--- src/rtl/slc3_mem_pkg.sv ---
// slc3_mem_pkg
// Shared types and constants for the SLC-3 memory-port scheduler.
//   state_t     : scheduler FSM states
//   grant_t     : arbiter result (nobody / loader / CPU)
//   IO_ADDR_DEF : default address of the memory-mapped switch/hex word
//   SW_W        : width of the board switch bus, zero-extended on IO reads
package slc3_mem_pkg;

   typedef enum logic [2:0] {
      IDLE,
      RD_WAIT,
      WR,
      IO,
      DONE
   } state_t;

   typedef enum logic [1:0] {
      GNT_NONE,
      GNT_LD,
      GNT_CPU
   } grant_t;

   localparam logic [15:0] IO_ADDR_DEF = 16'hFFFF;
   localparam int          SW_W        = 10;

endpackage

--- src/rtl/slc3_mem_arb.sv ---
// slc3_mem_arb
// Two-requester arbiter for the SLC-3 memory port.
// Build option: SLC3_MEM_SCHED_RR_EN selects round-robin tie breaking;
// without it the loader always wins a tie.
// Ports:
//   Clk, Reset_n : clock and asynchronous active-low reset
//   ld_req       : loader request
//   cpu_req      : CPU request
//   take         : scheduler is idle and will accept the grant this edge
//   gnt          : combinational grant (GNT_NONE / GNT_LD / GNT_CPU)
module slc3_mem_arb
   import slc3_mem_pkg::*;
(
   input  logic   Clk,
   input  logic   Reset_n,
   input  logic   ld_req,
   input  logic   cpu_req,
   input  logic   take,
   output grant_t gnt
);

`ifdef SLC3_MEM_SCHED_RR_EN
   // Remembers who was granted last; starts as CPU so the loader wins the
   // first tie after reset.
   logic last_cpu;

   always_ff @(posedge Clk or negedge Reset_n) begin
      if (!Reset_n) begin
         last_cpu <= 1'b1;
      end else if (take && gnt != GNT_NONE) begin
         last_cpu <= (gnt == GNT_CPU);
      end
   end

   always_comb begin
      gnt = GNT_NONE;
      if (ld_req && cpu_req) begin
         gnt = last_cpu ? GNT_LD : GNT_CPU;
      end else if (ld_req) begin
         gnt = GNT_LD;
      end else if (cpu_req) begin
         gnt = GNT_CPU;
      end
   end
`else
   // Fixed priority needs no history, so the clock, reset and take inputs
   // have no work to do in this build.
   logic unused_fixed_prio;
   assign unused_fixed_prio = ^{Clk, Reset_n, take};

   always_comb begin
      gnt = GNT_NONE;
      if (ld_req) begin
         gnt = GNT_LD;
      end else if (cpu_req) begin
         gnt = GNT_CPU;
      end
   end
`endif

endmodule

--- src/rtl/slc3_mem_sched.sv ---
// slc3_mem_sched
// Memory-port scheduler for the SLC-3: shares the single SRAM port between
// the program loader and the CPU datapath, and decodes the memory-mapped
// switch/hex word at IO_ADDR. All outputs are registered.
// Build option: SLC3_MEM_SCHED_RR_EN (round-robin tie breaking, see slc3_mem_arb).
// Ports:
//   Clk, Reset_n                          : clock, asynchronous active-low reset
//   ld_req/ld_we/ld_addr/ld_wdata, ld_ack : loader request channel
//   cpu_req/cpu_we/cpu_addr/cpu_wdata     : CPU request channel
//   cpu_rdata, cpu_ack                    : CPU read data and completion pulse
//   sram_addr/wdata/rdata, sram_*_n       : SRAM port (active-low strobes)
//   sw                                    : board switches (IO reads)
//   hex_data                              : latched hex-display value (IO writes)
module slc3_mem_sched
   import slc3_mem_pkg::*;
#(
   parameter int                ADDR_W  = 16,
   parameter int                DATA_W  = 16,
   parameter int                RD_LAT  = 2,
   parameter logic [ADDR_W-1:0] IO_ADDR = ADDR_W'(IO_ADDR_DEF)
) (
   input  logic              Clk,
   input  logic              Reset_n,
   input  logic              ld_req,
   input  logic              ld_we,
   input  logic [ADDR_W-1:0] ld_addr,
   input  logic [DATA_W-1:0] ld_wdata,
   output logic              ld_ack,
   input  logic              cpu_req,
   input  logic              cpu_we,
   input  logic [ADDR_W-1:0] cpu_addr,
   input  logic [DATA_W-1:0] cpu_wdata,
   output logic [DATA_W-1:0] cpu_rdata,
   output logic              cpu_ack,
   output logic [ADDR_W-1:0] sram_addr,
   output logic [DATA_W-1:0] sram_wdata,
   input  logic [DATA_W-1:0] sram_rdata,
   output logic              sram_ce_n,
   output logic              sram_oe_n,
   output logic              sram_we_n,
   input  logic [SW_W-1:0]   sw,
   output logic [DATA_W-1:0] hex_data
);

   state_t            state, next_state;
   grant_t            win, gnt_q;
   logic              we_q;
   logic [2:0]        cnt;
   logic              win_we;
   logic [ADDR_W-1:0] win_addr;
   logic [DATA_W-1:0] win_wdata;
   logic [DATA_W-1:0] sw_ext;

   assign sw_ext = {{(DATA_W-SW_W){1'b0}}, sw};

   slc3_mem_arb u_arb (
      .Clk     (Clk),
      .Reset_n (Reset_n),
      .ld_req  (ld_req),
      .cpu_req (cpu_req),
      .take    (state == IDLE),
      .gnt     (win)
   );

   always_ff @(posedge Clk or negedge Reset_n) begin
      if (!Reset_n) begin
         state <= IDLE;
      end else begin
         state <= next_state;
      end
   end

   // Winner's request fields and next-state decode. The IO word always
   // takes the IO path, even for what would otherwise be an SRAM access.
   always_comb begin
      win_we     = ld_we;
      win_addr   = ld_addr;
      win_wdata  = ld_wdata;
      next_state = state;
      if (win == GNT_CPU) begin
         win_we    = cpu_we;
         win_addr  = cpu_addr;
         win_wdata = cpu_wdata;
      end
      case (state)
         IDLE: begin
            if (win != GNT_NONE) begin
               if (win_addr == IO_ADDR) begin
                  next_state = IO;
               end else if (win_we) begin
                  next_state = WR;
               end else begin
                  next_state = RD_WAIT;
               end
            end
         end
         RD_WAIT: begin
            if (cnt == 3'(RD_LAT - 1)) begin
               next_state = DONE;
            end
         end
         WR:      next_state = DONE;
         IO:      next_state = DONE;
         DONE:    next_state = IDLE;
         default: next_state = IDLE;
      endcase
   end

   // Outputs are registered from the next state so the strobes and acks
   // line up exactly with the state they belong to.
   always_ff @(posedge Clk or negedge Reset_n) begin
      if (!Reset_n) begin
         gnt_q      <= GNT_NONE;
         we_q       <= 1'b0;
         cnt        <= 3'd0;
         sram_addr  <= '0;
         sram_wdata <= '0;
         sram_ce_n  <= 1'b1;
         sram_oe_n  <= 1'b1;
         sram_we_n  <= 1'b1;
         ld_ack     <= 1'b0;
         cpu_ack    <= 1'b0;
         cpu_rdata  <= '0;
         hex_data   <= '0;
      end else begin
         sram_ce_n <= !(next_state == RD_WAIT || next_state == WR);
         sram_oe_n <= !(next_state == RD_WAIT);
         sram_we_n <= !(next_state == WR);
         ld_ack    <= (next_state == DONE) && (gnt_q == GNT_LD);
         cpu_ack   <= (next_state == DONE) && (gnt_q == GNT_CPU);
         cnt       <= (state == RD_WAIT && next_state == RD_WAIT) ? cnt + 3'd1 : 3'd0;

         if (state == IDLE && win != GNT_NONE) begin
            gnt_q      <= win;
            we_q       <= win_we;
            sram_addr  <= win_addr;
            sram_wdata <= win_wdata;
         end

         // Loader reads complete but have nowhere to put their data.
         if (state == RD_WAIT && next_state == DONE && gnt_q == GNT_CPU) begin
            cpu_rdata <= sram_rdata;
         end

         if (state == IO) begin
            if (we_q) begin
               hex_data <= sram_wdata;
            end else if (gnt_q == GNT_CPU) begin
               cpu_rdata <= sw_ext;
            end
         end
      end
   end

endmodule

--- config.mk ---
export PLATFORM = sky130hd
export DESIGN_NAME = slc3_mem_sched
export DESIGN_NICKNAME = d
export VERILOG_FILES = /design/src/rtl/slc3_mem_pkg.sv /design/src/rtl/slc3_mem_arb.sv /design/src/rtl/slc3_mem_sched.sv
export SDC_FILE = /design/constraint.sdc
export NUM_CORES = 1
export LEC_CHECK = 0
export ABC_AREA = 0
export CAP_MARGIN = 25
export CELL_PAD_IN_SITES_DETAIL_PLACEMENT = 2
export CELL_PAD_IN_SITES_GLOBAL_PLACEMENT = 2
export CORE_UTILIZATION = 40
export DETAILED_ROUTE_END_ITERATION = 8
export DONT_BUFFER_PORTS = 1
export GPL_TIMING_DRIVEN = 0
export PLACE_DENSITY_LB_ADDON = 0.2
export SLEW_MARGIN = 20
export SYNTH_ARGS = -nofsm -noshare
export SYNTH_HDL_FRONTEND = slang
export SYNTH_SLANG_ARGS = --single-unit
--- constraint.sdc ---
create_clock -name Clk -period 2.8 [get_ports Clk]
set_input_delay 0.84 -clock Clk [delete_from_list [all_inputs] [get_ports Clk]]
set_output_delay 0.84 -clock Clk [all_outputs]
set_load 0.005 [all_outputs]
==> results.ini <==
[global_route]
antenna_found_initial = 0
grt.total_usage_pct = 21.0
grt_max_degree = 79
grt_pass1_wl_um = 14100
overflow = 0
grt_pass1_vias = 2724

[timing]
hold_violations = 0
slew_viol_final = 0
slew_headroom_pct = 56.4
fin_crit_sh_pct = 64.7
fmax_mhz = 552
setup_viol = 0
hold_ws_ns = 0.186
tightest_slew_ns = 0.648
tns_ns = 0
fin_crit_ns = 1.81
rsz0062_at_grt = false
finalClockSkew_ns = 0.00800

[cts]
clk_latency_ns = 0.34
hold_buffers = 0
cts_buffer_depth = 2
tritoncts = built
path_clk_slew_ns = 0.08
htree_num_levels = 3
cts_buffers = 9
cts-root-buf = clkbuf_8
cts_sinks = 78
cts_setup_buffers = 0
ctsResizeCount = 0

[yosys]
synth-main-ff-cell = dfrtp_1
ys_seq_area_share_pct = 56.3
synth_area_um2 = 3480
ys_types = 34
synth_cells = 303
synth_enable_flop_cells = 0
avgSynthCellArea_um2 = 11.5
synth_nets = 401
yosys_register_bits = 78
yosysWarningCount = 0
synthArstFlopShare_pct = 100

[final_layout]
area_delta_synth_final_pct = 8.86
fill_cells = 873
num_antenna_cells = 0
drive_gt1_share_pct = 16.7
nets = 412
fin_area_um2 = 3780
final_cells = 422

[placed_design]
hpwlAfterDp_um = 6740
dpl.cell_count = 408
io_buffers = 0
dpl_cell_area_um2 = 3610
gp_congestion = 0.726

[min_path]
hold_class = in2async

[power_and_ir_drop]
power.density_nw_per_um2 = 1070
ir_worst_vdd_v = 0.000480
leakage_uw = 0.00166

[worst_setup_path]
cp_cell_sequence = nand4_1 -> nor4_1 -> mux2i_1 -> a31oi_1
r2r-start = state[2]$_DFF_PN0_
crit_type = in2reg
slowest_delay_ns = 0.55
crit_fanout = 4
crit_required_ns = 3.06
critPathTopFamily = simple AND/OR/NAND/NOR gates
cp.arrival_ns = 2.07
critPathCaptureType = register
start_kind = input port
crit_slowest_cell = nor4_1
critical_path_buf_inv_count = 0
startpoint = ld_addr[14]

[route]
wl_um = 9100
vias_per_cell = 5.73
drc = 0
routedWlPerCell_um = 21.6
via_count = 2419
drt_iter0_markers = 60
dr.pass1.iters = 4
ant_nets = 0

[floorplanning]
core-area_um2 = 8300
die_height_um = 95.2
rows = 33
die_x_um = 95.2
dieArea_um2 = 9070
num_io_pins = 165
start_util_pct = 41.9

[outcome]
status = finished clean

[job]
drv_cap = 0

-- metrics by stage --
stage	setup slack (ns)	utilization, %	total power [µW]
finish	0.989	45.6	4060
detailed placement	0.634	43.5	3320
global placement	0.693	43.5	3230
global route	0.849	45.6	4370
floorplan	0.967	-	2900
CTS	0.934	45.6	4140
-- layout make-up --
type	instances	area (µm²)	share of cell area, %
plain buffers	18	106	2.81
clock buffers	9	124	3.27
clock inverters	5	52.6	1.39
inverters	2	7.51	0.198
multi-input cells	205	1410	37.2
flip-flops and latches	78	1960	51.7
well taps	105	131	3.47
-- worst paths after layout --
| check | cells after the start | endpoint | slack (ns) |
|---|---|---|---|
| min in group Clk | 1 | cnt[0]$_DFF_PN0_ | 0.47 |
| max in group asynchronous | 0 | sram_we_n$_DFF_PN1_ | 2.42 |
| worst max-delay path | 4 | sram_oe_n$_DFF_PN1_ | 0.99 |
| worst max register to register | 3 | sram_wdata[1]$_DFFE_PN0P_ | 1.01 |
| worst min register to register | 1 | cnt[0]$_DFF_PN0_ | 0.47 |
| worst min-delay path | 0 | state[0]$_DFF_PN0_ | 0.19 |
-- per-layer routing --
layer / vias to the layer above / routed length [µm] / GRT usage [%]
met2: 88 / 4670 / 35.6
met4: 0 / 87 / 5.68
li1: 1077 / - / -
met1: 1245 / 3570 / 25.0
met5: - / 0 / 0
met3: 9 / 776 / 7.74
-- where the power goes --
group	internal, µW	switching (µW)	leakage (µW)
registers	1680	478	0.000900
clock network	398	399	0.0000907
logic	482	618	0.000673
total	2560	1490	0.00166
-- placed cells by master (no fill, tap or decap), types with 2 or more instances in the layout --
cell type  count
a21oi_1       35
buf_6          2
clkbuf_1       3
inv_1          2
dfstp_2        3
clkbuf_8       9
nand3b_1       2
o21ai_0        9
mux2_2        17
nor2_1        48
dfrtp_1       75
buf_2         10
buf_4          3
mux2i_1       51
clkinv_2       3
ha_1           2
nand4_1        8
nand2_1       13
nor4_1         3
-- logic make-up (layout without fill, tap and decap cells) --
group / Yosys count / count (layout) / synth area share [%]
flip-flops: 78 / 78 / 56.3
AND/OR/NAND/NOR: 85 / 85 / 12.1
adder cells (fa/ha/maj): 2 / 2 / 0.720
multiplexers: 68 / 68 / 20.2
AO/OA/AOI/OAI: 50 / 50 / 7.49
buffers and inverters: 20 / 34 / 3.28
-- flip-flops by register name (all words and copies together), names as in the netlist --
| signal | flops |
|---|---|
| cnt | 3 |
| cpu_ack | 1 |
| cpu_rdata | 16 |
| gnt_q | 2 |
| hex_data | 16 |
| ld_ack | 1 |
| sram_addr | 16 |
| sram_ce_n | 1 |
| sram_oe_n | 1 |
| sram_wdata | 16 |
| sram_we_n | 1 |
| state | 3 |
| we_q | 1 |
-- synthesized netlist by cell type (all sizes together), types with 2 or more instances --
cell type / instances / share of area [%]
dfrtp: 75 / 54
mux2i: 51 / 15
nor2: 48 / 5.2
a21oi: 35 / 5.0
mux2: 17 / 5.5
buf: 15 / 2.7
nand2: 13 / 1.4
o21ai: 10 / 1.4
nand4: 8 / 1.4
nor4: 5 / 1.5
clkbuf: 3 / 0.32
dfstp: 3 / 2.3
ha: 2 / 0.72
inv: 2 / 0.22
nand3b: 2 / 0.43
nand4b: 2 / 0.68
Power figures use the tool's default switching activity.
